File: config.mk
export PLATFORM = sky130hd
export DESIGN_NAME = div8s_seq_flat
export DESIGN_NICKNAME = d
export VERILOG_FILES = /design/src/rtl/div8s_pkg.sv /design/src/rtl/div8s_seq_if.sv /design/src/rtl/div_restore_step.sv /design/src/rtl/div8s_seq.sv /design/src/flat_wrapper.sv
export SDC_FILE = /design/constraint.sdc
export NUM_CORES = 1
export LEC_CHECK = 0
export CAP_MARGIN = 0
export CORE_MARGIN = 1.5
export CORE_UTILIZATION = 53
export CTS_CLUSTER_DIAMETER = 120
export CTS_CLUSTER_SIZE = 20
export DETAILED_ROUTE_END_ITERATION = 7
export GPL_ROUTABILITY_DRIVEN = 0
export GPL_TIMING_DRIVEN = 0
export PLACE_DENSITY = 0.79
export SKIP_LAST_GASP = 1
export SLEW_MARGIN = 40
export SYNTH_ARGS = -nofsm -noshare
export SYNTH_HDL_FRONTEND = slang
export SYNTH_SLANG_ARGS = --single-unit
File: constraint.sdc
create_clock -name clk -period 1.9 [get_ports clk]
set_input_delay 0.19 -clock clk [delete_from_list [all_inputs] [get_ports clk]]
set_output_delay 0.19 -clock clk [all_outputs]
set_load 0.02 [all_outputs]
File: src/rtl/div8s_pkg.sv
// Shared definitions for the sequential sign-magnitude divider: FSM encoding
// and the iteration-counter width helper.
package div8s_pkg;

    localparam int DIV_N = 4;

    typedef enum logic [1:0] {
        S_IDLE = 2'd0,
        S_RUN  = 2'd1,
        S_DONE = 2'd2
    } state_e;

    // Wide enough to count 0..2N inclusive.
    function automatic int cnt_width(input int n);
        return $clog2(2 * n + 1);
    endfunction

    localparam int CNT_W = cnt_width(DIV_N);

endpackage

File: src/rtl/div8s_seq_if.sv
// Start/busy/done handshake plus sign-magnitude operand and result buses
// of the sequential divider.
interface div8s_seq_if #(
    parameter int N = 4
);
    logic           start;
    logic [2*N-1:0] a_mag;
    logic           a_sign;
    logic [N-1:0]   b_mag;
    logic           b_sign;
    logic           busy;
    logic           done;
    logic [2*N-1:0] q_mag;
    logic           q_sign;
    logic [N-1:0]   r_mag;
    logic           r_sign;
    logic           div_by_zero;

    modport master (
        output start, a_mag, a_sign, b_mag, b_sign,
        input  busy, done, q_mag, q_sign, r_mag, r_sign, div_by_zero
    );

    modport slave (
        input  start, a_mag, a_sign, b_mag, b_sign,
        output busy, done, q_mag, q_sign, r_mag, r_sign, div_by_zero
    );
endinterface

File: src/rtl/div_restore_step.sv
// One restoring-division step: shift in the next dividend bit, subtract the
// divisor when it fits and report the resulting quotient bit.
module div_restore_step #(
    parameter int N = 4
) (
    input  logic [N:0]   r_i,
    input  logic         a_bit_i,
    input  logic [N-1:0] b_i,
    output logic [N:0]   r_next_o,
    output logic         qbit_o
);
    logic [N:0] r_shift;
    // The partial remainder is always below the divisor, so its MSB is zero.
    logic       unused_r_msb;

    assign unused_r_msb = r_i[N];

    // NOTE: every output gets a value on every path, so no latch is inferred.
    always_comb begin
        r_shift = {r_i[N-1:0], a_bit_i};
        if (r_shift >= {1'b0, b_i}) begin
            r_next_o = r_shift - {1'b0, b_i};
            qbit_o   = 1'b1;
        end else begin
            r_next_o = r_shift;
            qbit_o   = 1'b0;
        end
    end
endmodule

File: src/rtl/div8s_seq.sv
// Sequential sign-magnitude restoring divider: 2N-bit dividend by N-bit
// divisor, one quotient bit per clock, truncation toward zero.
module div8s_seq
    import div8s_pkg::*;
#(
    parameter int N = DIV_N
) (
    input logic        clk,
    input logic        rst_n,
    div8s_seq_if.slave bus
);
    localparam int             CW   = cnt_width(N);
    localparam logic [CW-1:0]  LAST = CW'(2 * N - 1);

    state_e         state_q, state_d;
    logic [CW-1:0]  cnt_q, cnt_d;
    logic [2*N-1:0] a_sh_q, a_sh_d;
    logic [N-1:0]   b_q, b_d;
    logic           a_sign_q, a_sign_d;
    logic           b_sign_q, b_sign_d;
    logic [N:0]     rem_q, rem_d;
    logic [2*N-1:0] quo_q, quo_d;
    logic [2*N-1:0] q_mag_q, q_mag_d;
    logic           q_sign_q, q_sign_d;
    logic [N-1:0]   r_mag_q, r_mag_d;
    logic           r_sign_q, r_sign_d;
    logic           dbz_q, dbz_d;

    logic [N:0]     step_r;
    logic           step_qbit;
    logic [2*N-1:0] quo_next;

    div_restore_step #(.N(N)) u_step (
        .r_i      (rem_q),
        .a_bit_i  (a_sh_q[2*N-1]),
        .b_i      (b_q),
        .r_next_o (step_r),
        .qbit_o   (step_qbit)
    );

    assign quo_next = {quo_q[2*N-2:0], step_qbit};

    // NOTE: sequential state uses non-blocking assignments; reset is synchronous
    // and also aborts an operation in flight.
    always_ff @(posedge clk) begin
        if (!rst_n) begin
            state_q <= S_IDLE;
        end else begin
            state_q <= state_d;
        end
    end

    always_comb begin
        state_d = state_q;
        unique case (state_q)
            S_IDLE:  if (bus.start) state_d = (bus.b_mag == '0) ? S_DONE : S_RUN;
            S_RUN:   if (cnt_q == LAST) state_d = S_DONE;
            S_DONE:  state_d = S_IDLE;
            default: state_d = S_IDLE;
        endcase
    end

    always_comb begin
        bus.busy = (state_q == S_RUN);
        bus.done = (state_q == S_DONE);
    end

    always_comb begin
        cnt_d    = cnt_q;
        a_sh_d   = a_sh_q;
        b_d      = b_q;
        a_sign_d = a_sign_q;
        b_sign_d = b_sign_q;
        rem_d    = rem_q;
        quo_d    = quo_q;
        q_mag_d  = q_mag_q;
        q_sign_d = q_sign_q;
        r_mag_d  = r_mag_q;
        r_sign_d = r_sign_q;
        dbz_d    = dbz_q;
        unique case (state_q)
            S_IDLE: begin
                if (bus.start) begin
                    a_sh_d   = bus.a_mag;
                    b_d      = bus.b_mag;
                    a_sign_d = bus.a_sign;
                    b_sign_d = bus.b_sign;
                    rem_d    = '0;
                    quo_d    = '0;
                    cnt_d    = '0;
                    dbz_d    = 1'b0;
                    if (bus.b_mag == '0) begin
                        q_mag_d  = '1;
                        q_sign_d = 1'b0;
                        r_mag_d  = '0;
                        r_sign_d = 1'b0;
                        dbz_d    = 1'b1;
                    end
                end
            end
            S_RUN: begin
                a_sh_d = {a_sh_q[2*N-2:0], 1'b0};
                rem_d  = step_r;
                quo_d  = quo_next;
                cnt_d  = cnt_q + CW'(1);
                if (cnt_q == LAST) begin
                    // Zero magnitudes never carry a negative sign.
                    q_mag_d  = quo_next;
                    q_sign_d = (a_sign_q ^ b_sign_q) & (|quo_next);
                    r_mag_d  = step_r[N-1:0];
                    r_sign_d = a_sign_q & (|step_r[N-1:0]);
                end
            end
            default: ;
        endcase
    end

    always_ff @(posedge clk) begin
        if (!rst_n) begin
            cnt_q    <= '0;
            a_sh_q   <= '0;
            b_q      <= '0;
            a_sign_q <= 1'b0;
            b_sign_q <= 1'b0;
            rem_q    <= '0;
            quo_q    <= '0;
            q_mag_q  <= '0;
            q_sign_q <= 1'b0;
            r_mag_q  <= '0;
            r_sign_q <= 1'b0;
            dbz_q    <= 1'b0;
        end else begin
            cnt_q    <= cnt_d;
            a_sh_q   <= a_sh_d;
            b_q      <= b_d;
            a_sign_q <= a_sign_d;
            b_sign_q <= b_sign_d;
            rem_q    <= rem_d;
            quo_q    <= quo_d;
            q_mag_q  <= q_mag_d;
            q_sign_q <= q_sign_d;
            r_mag_q  <= r_mag_d;
            r_sign_q <= r_sign_d;
            dbz_q    <= dbz_d;
        end
    end

    assign bus.q_mag       = q_mag_q;
    assign bus.q_sign      = q_sign_q;
    assign bus.r_mag       = r_mag_q;
    assign bus.r_sign      = r_sign_q;
    assign bus.div_by_zero = dbz_q;

endmodule

File: src/flat_wrapper.sv
// flat-port wrapper written by rule: the top's interface ports become plain ports
module div8s_seq_flat import div8s_pkg::*;
#(
    parameter int N = DIV_N
)
  (clk, rst_n, bus_start, bus_a_mag, bus_a_sign, bus_b_mag, bus_b_sign, bus_busy, bus_done, bus_q_mag, bus_q_sign, bus_r_mag, bus_r_sign, bus_div_by_zero);
  div8s_seq_if #(.N(N)) bus_i ();
  input logic clk;
  input logic rst_n;
  input wire logic [$bits(bus_i.start)-1:0] bus_start;
  input wire logic [$bits(bus_i.a_mag)-1:0] bus_a_mag;
  input wire logic [$bits(bus_i.a_sign)-1:0] bus_a_sign;
  input wire logic [$bits(bus_i.b_mag)-1:0] bus_b_mag;
  input wire logic [$bits(bus_i.b_sign)-1:0] bus_b_sign;
  output wire logic [$bits(bus_i.busy)-1:0] bus_busy;
  output wire logic [$bits(bus_i.done)-1:0] bus_done;
  output wire logic [$bits(bus_i.q_mag)-1:0] bus_q_mag;
  output wire logic [$bits(bus_i.q_sign)-1:0] bus_q_sign;
  output wire logic [$bits(bus_i.r_mag)-1:0] bus_r_mag;
  output wire logic [$bits(bus_i.r_sign)-1:0] bus_r_sign;
  output wire logic [$bits(bus_i.div_by_zero)-1:0] bus_div_by_zero;
  assign bus_i.start = bus_start;
  assign bus_i.a_mag = bus_a_mag;
  assign bus_i.a_sign = bus_a_sign;
  assign bus_i.b_mag = bus_b_mag;
  assign bus_i.b_sign = bus_b_sign;
  assign bus_busy = bus_i.busy;
  assign bus_done = bus_i.done;
  assign bus_q_mag = bus_i.q_mag;
  assign bus_q_sign = bus_i.q_sign;
  assign bus_r_mag = bus_i.r_mag;
  assign bus_r_sign = bus_i.r_sign;
  assign bus_div_by_zero = bus_i.div_by_zero;
  div8s_seq #(.N(N)) u_core (.clk(clk), .rst_n(rst_n), .bus(bus_i));
endmodule
==> results of run 1 <==
[cell families (layout without fill, tap and decap cells)]
family                     after synthesis  after routing  synth area share
and+or+nand+nor                         91             91             0.215
AOI/OAI and AO/OA                       72             72             0.258
DFF                                     46             46             0.431
buffers and inverters                   20             61            0.0440
adders and majority gates                6              6            0.0387
xor gates and xnor gates                 3              3            0.0123
[state kept, by name (all words and copies together) (netlist names)]
name	cells
u_core.a_sh_q	8
u_core.a_sign_q	1
u_core.b_q	4
u_core.b_sign_q	1
u_core.bus.div_by_zero	1
u_core.bus.q_mag	8
u_core.bus.q_sign	1
u_core.bus.r_mag	4
u_core.bus.r_sign	1
u_core.cnt_q	4
u_core.quo_q	7
u_core.rem_q	4
u_core.state_q	2
[cell usage after synthesis (all sizes together)]
cell type | n | area, um^2
nor2 | 8 | 32.5
nand2 | 43 | 171
a21o | 1 | 7.51
and3b | 1 | 8.76
nor3b | 1 | 18.8
nor3 | 5 | 25.0
o21ai | 7 | 35.0
o221ai | 1 | 8.76
fa | 1 | 20.0
buf | 5 | 35.0
inv | 8 | 32.5
o31ai | 3 | 22.5
nor2b | 4 | 25.0
a22o | 1 | 8.76
o211ai | 3 | 22.5
nand2b | 2 | 12.5
o21a | 3 | 22.5
a21boi | 27 | 203
nor4 | 3 | 31.3
ha | 5 | 62.6
o221a | 7 | 78.8
o2bb2ai | 1 | 8.76
nand4 | 2 | 12.5
nand3b | 1 | 7.51
a21oi | 9 | 45.0
and2 | 5 | 31.3
nand3 | 14 | 70.1
or3 | 2 | 12.5
a41oi | 1 | 16.3
clkbuf | 7 | 26.3
dfxtp | 46 | 921
a22oi | 7 | 66.3
o22ai | 1 | 6.26
xor2 | 3 | 26.3
[final cells by class]
type                            count  area [um^2]  area share
Buffer                             11         53.8      0.0203
Clock buffer                        7         76.3      0.0288
Clock inverter                      1         30.0      0.0113
Inverter                            8         32.5      0.0123
Multi-Input combinational cell    172         1130       0.429
Sequential cell                    46          922       0.348
Tap cell                           48         60.1      0.0227
Timing Repair Buffer               34          337       0.127
[power breakdown]
part	total [mW]	internal (mW)	leakage (nW)	switching, mW
Clock	0.718	0.394	0.0524	0.324
Sequential	1.03	1.00	0.374	0.0308
Combinational	0.417	0.172	0.566	0.246
[worst max-delay path, stage by stage, from the launching register on]
cell	delay, ns
dfxtp_2	0.33
inv_1	0.07
ha_2	0.18
inv_1	0.05
fa_1	0.37
xor2_1	0.22
nor3_1	0.08
or3_1	0.33
a21boi_1	0.12
[path summary, 6_finish.rpt]
path                            slack [ns]                start                  end
worst min-delay path                  0.29                rst_n     u_core.a_sh_q[7]
worst min register to register        0.45  u_core.bus.r_mag[0]  u_core.bus.r_mag[0]
worst max-delay path                  0.07     u_core.a_sh_q[7]  u_core.bus.r_mag[2]
worst max register to register        0.07     u_core.a_sh_q[7]  u_core.bus.r_mag[2]
[metal layers]
layer / vias to the layer above / track usage
met2: 59 / 0.414
met1: 883 / 0.330
met3: 6 / 0.0405
li1: 928 / -
met5: - / 0
met4: 0 / 0.0995
[placed cells by master, fill, tap and decap left out, drive strengths merged]
| master | n |
|---|---|
| clkdlybuf4s50 | 31 |
| clkdlybuf4s15 | 1 |
| o221a | 7 |
| o2bb2ai | 1 |
| o221ai | 1 |
| nor3 | 5 |
| and2 | 5 |
| a21o | 1 |
| o21a | 3 |
| inv | 8 |
| buf | 6 |
| nand2 | 43 |
| clkbuf | 14 |
| and3b | 1 |
| nand3 | 14 |
| nand3b | 1 |
| a21boi | 27 |
| a41oi | 1 |
| ha | 5 |
| a22o | 1 |
| nor2b | 4 |
| o21ai | 7 |
| fa | 1 |
| nand4 | 2 |
| nor4 | 3 |
| nor3b | 1 |
| nor2 | 8 |
| o211ai | 3 |
| o31ai | 3 |
| dfxtp | 46 |
| o22ai | 1 |
| nand2b | 2 |
| xor2 | 3 |
| or3 | 2 |
| a21oi | 9 |
| a22oi | 7 |
| bufinv | 1 |
[repair_timing]
item | 4_1_cts | 5_1_grt
buffers inserted | 0 | 2
resized for setup | 3 | 4
endpoints found under the setup margin | 1 | 5
==> run metrics, run 1 <==
status complete, no violations; post-route setup TNS 0 ns; final instance area 2650 um^2; CP Data Arrival Time 2.07 ns; # rows 22; largest net degree at the start of global routing 20; Antenna Cells 0; CP Max Fanout 3; Die Wd 66.5 um; Worst Hold Class input port to flip-flop; Starting Density 0.566; routed vias 1876; first-pass GRT wire length 8.29 mm; Die Area 4420 um^2; pre-CTS setup slack -0.0304 ns; H-tree depth 2; Clock Skew 0.00290 ns; sum of routed wire segments on met1 2.31 mm; PwrDens 820 nW/um^2; Nets 301; port bufs 32; Routed WL 4.99 mm; Worst-path clk slew 0.08 ns; DP Area 2510 um^2; critical path endpoint category flip-flop; Worst setup SP type flip-flop; met3 WL 242 um; R2R depth 8; grt ovf 0; Slew Viols, Final 0; Die Y 66.5 um; initial antenna violation count 0; Util after Layout 0.702; Clock Tree Buf Depth 2; Synth warnings 0; # hold bufs at CTS 0; syn nets 261; Mapped Avg Cell Area 8.97 um^2; setup violators final 0; per-cell routed wire length 15.3 um; Fillers 325; placed cell count 318; # DRC 0; Power Total 2.17 mW; Post-Syn Instances 238; Yosys reg bits 46; drt first pass iters 4; initial drt markers 168; Peak VDD IR 0.000553 V; Slew @ Worst Pin 0.557 ns; total of max-cap violations 0; core area 3770 um^2; critical path type flip-flop to flip-flop; share of cells above drive strength 1 0.108; top routing layer in use met4; via/cell ratio 5.74; post-DP HPWL 3.52 mm; CTS Sinks 46; CTS Root Buffer Type clkbuf_8; achievable clock frequency 548 MHz; CTS Buf Count 5; final hold vios 0; I/O pin total 34; worst hold path depth 3; Finished Layout Cells 327; Period minus WS final 1.83 ns; RSZ-0062 raised after global routing yes; Crit path required time 2.14 ns; Antenna Violating Nets Remaining 0; final hold slack 0.293 ns; Leak Pwr 0.993 nW; sequential area share after synthesis 0.431; TritonCTS clock tree built; Area growth syn-to-layout 24.0%; vias in the first global route 1735; Rel. slew slack 0.628; Yosys cell types 46; post-synthesis cell area 2130 um^2; GRT Total Usage 0.252; fin crit share 0.961; Worst-Skew Late Latency 0.30 ns; met2 wire len 2.35 mm; final worst slack 0.0743 ns
Note: power is estimated with default switching activity, not from simulation.
==> run 2: changes to the inputs <==
CORE_UTILIZATION = 31   (was 53)
DONT_BUFFER_PORTS = 1   (was not set)
PLACE_DENSITY = not set   (was 0.79)
TNS_END_PERCENT = 10   (was not set)
==> run 2 against run 1 <==
  * Cell count unchanged
  * Maximum frequency increased by 2.3%
  * Largest power group unchanged
  * Via count decreased by 7.6%
  * Critical path depth decreased by 1
  * First-iteration DRC count decreased by 23%
==> run metrics, run 2 (synthesized netlist as in run 1, its figures left out) <==
status complete, no violations; R2R depth 7; final worst slack 0.116 ns; Clock Tree Buf Depth 2; Leak Pwr 0.870 nW; via/cell ratio 5.30; Worst setup SP type flip-flop; most common cell after layout, fill and taps aside dfxtp_1; share of cells above drive strength 1 0.150; PwrDens 863 nW/um^2; Area growth syn-to-layout 11.7%; critical path endpoint category flip-flop; Clock Skew 0.00989 ns; Routed WL 5.21 mm; RSZ-0062 raised after global routing no; H-tree depth 2; port bufs 0; achievable clock frequency 561 MHz; first-pass GRT wire length 8.23 mm; CP Max Fanout 5; pre-CTS setup slack 0.0510 ns; critical path type flip-flop to flip-flop; grt ovf 0; per-cell routed wire length 15.9 um; CP Data Arrival Time 1.97 ns; Nets 269; routed vias 1733; setup violators final 0; post-DP HPWL 3.72 mm; Slew @ Worst Pin 0.569 ns; initial antenna violation count 0; vias in the first global route 1616; Util after Layout 0.355; # rows 30; placed cell count 318; capturing point of the worst reg2reg path u_core.bus.r_sign; reg-to-reg slack, setup 0.12 ns; Slew Viols, Final 0; # hold bufs at CTS 0; I/O pin total 34; Antenna Cells 0; Antenna Violating Nets Remaining 0; CP startpoint u_core.b_q[1]; CTS Root Buffer Type clkbuf_8; GRT Total Usage 0.143; Crit path required time 2.09 ns; Starting Density 0.318; Die Wd 86.0 um; # DRC 0; final hold vios 0; total of max-cap violations 0; Power Total 2.06 mW; TritonCTS clock tree built; Peak VDD IR 0.000416 V; CTS Sinks 46; Rel. slew slack 0.617; Period minus WS final 1.78 ns; Worst-Skew Late Latency 0.31 ns; post-route setup TNS 0 ns; initial drt markers 130; largest net degree at the start of global routing 17; CTS Buf Count 5; core area 6720 um^2; drt first pass iters 4; Die Y 86.0 um; Die Area 7390 um^2; Worst Hold Class input port to flip-flop; Worst-path clk slew 0.09 ns; most frequent cells in the layout dfxtp_1, nand2_1, a21boi_0, nand3_1, a21boi_1; Finished Layout Cells 327; Worst setup endpoint u_core.bus.r_sign; FF-to-FF Start u_core.b_q[1]; fin crit share 0.939
## run 2: cell types whose count changed in the layout (fill, tap and decap cells not counted), sizes merged
cell / before / now
clkdlybuf4s15: 1 / 0
bufinv: 1 / 0
clkinvlp: 0 / 1
clkbuf: 14 / 12
clkinv: 0 / 1
inv: 8 / 9
clkdlybuf4s50: 31 / 0
## run 2: final cells by class
cell class                      instances  area (um^2)
Buffer                                 12         61.3
Clock buffer                            5         68.8
Clock inverter                          3         25.0
Fill cell                             691         4330
Inverter                                8         35.0
Multi-Input combinational cell        172         1160
Sequential cell                        46          926
Tap cell                               80          100
Timing Repair Buffer                    1         7.51
## run 2: worst min-delay path by stage
| stage | startpoint | slack (ns) | depth (start not counted) | end |
|---|---|---|---|---|
| 2_1_floorplan | bus_a_mag[0] | 0.33 | 2 | u_core.a_sh_q[0] |
| 3_3_place_gp | bus_a_sign | 0.34 | 2 | u_core.a_sign_q |
| 3_5_place_dp | bus_b_sign | 0.35 | 2 | u_core.b_sign_q |
| 4_1_cts | bus_b_mag[3] | 0.008 | 2 | u_core.b_q[3] |
| 5_1_grt | bus_b_mag[1] | 0.008 | 2 | u_core.b_q[1] |
| 6_report | bus_b_mag[1] | 0.02 | 2 | u_core.b_q[1] |
## run 2: through the flow
step	hold slack (ns)	instance area (um^2)
finish	0.0197	2380
global route	0.00756	2380
CTS	0.00798	2330
detailed placement	0.347	2230
global placement	0.344	2230
floorplan	0.335	2130
## run 2: power by group
group	leakage [nW]	internal [mW]	switching, mW
Sequential	0.375	1.00	0.0377
Clock	0.0447	0.266	0.370
Combinational	0.450	0.147	0.234
## run 2: routing by layer
metal  vias up  GRT usage  wire [um]
li1        862          -          -
met5         -          0          0
met4         0     0.0425         53
met1       817      0.182       2340
met2        49      0.235       2440
met3         5     0.0433        366
## run 2: worst max-delay path, stage by stage (launching register included)
cell,delay (ns)
dfxtp_1,0.34
inv_1,0.08
ha_2,0.33
inv_1,0.06
o21ai_1,0.30
a21oi_1,0.16
nor3_1,0.26
a41oi_2,0.13
## run 2: timing repair
action / 4_1_cts / 5_1_grt
setup buffers: 0 / 1
gates resized for setup: 0 / 13
setup endpoints to repair: 0 / 7
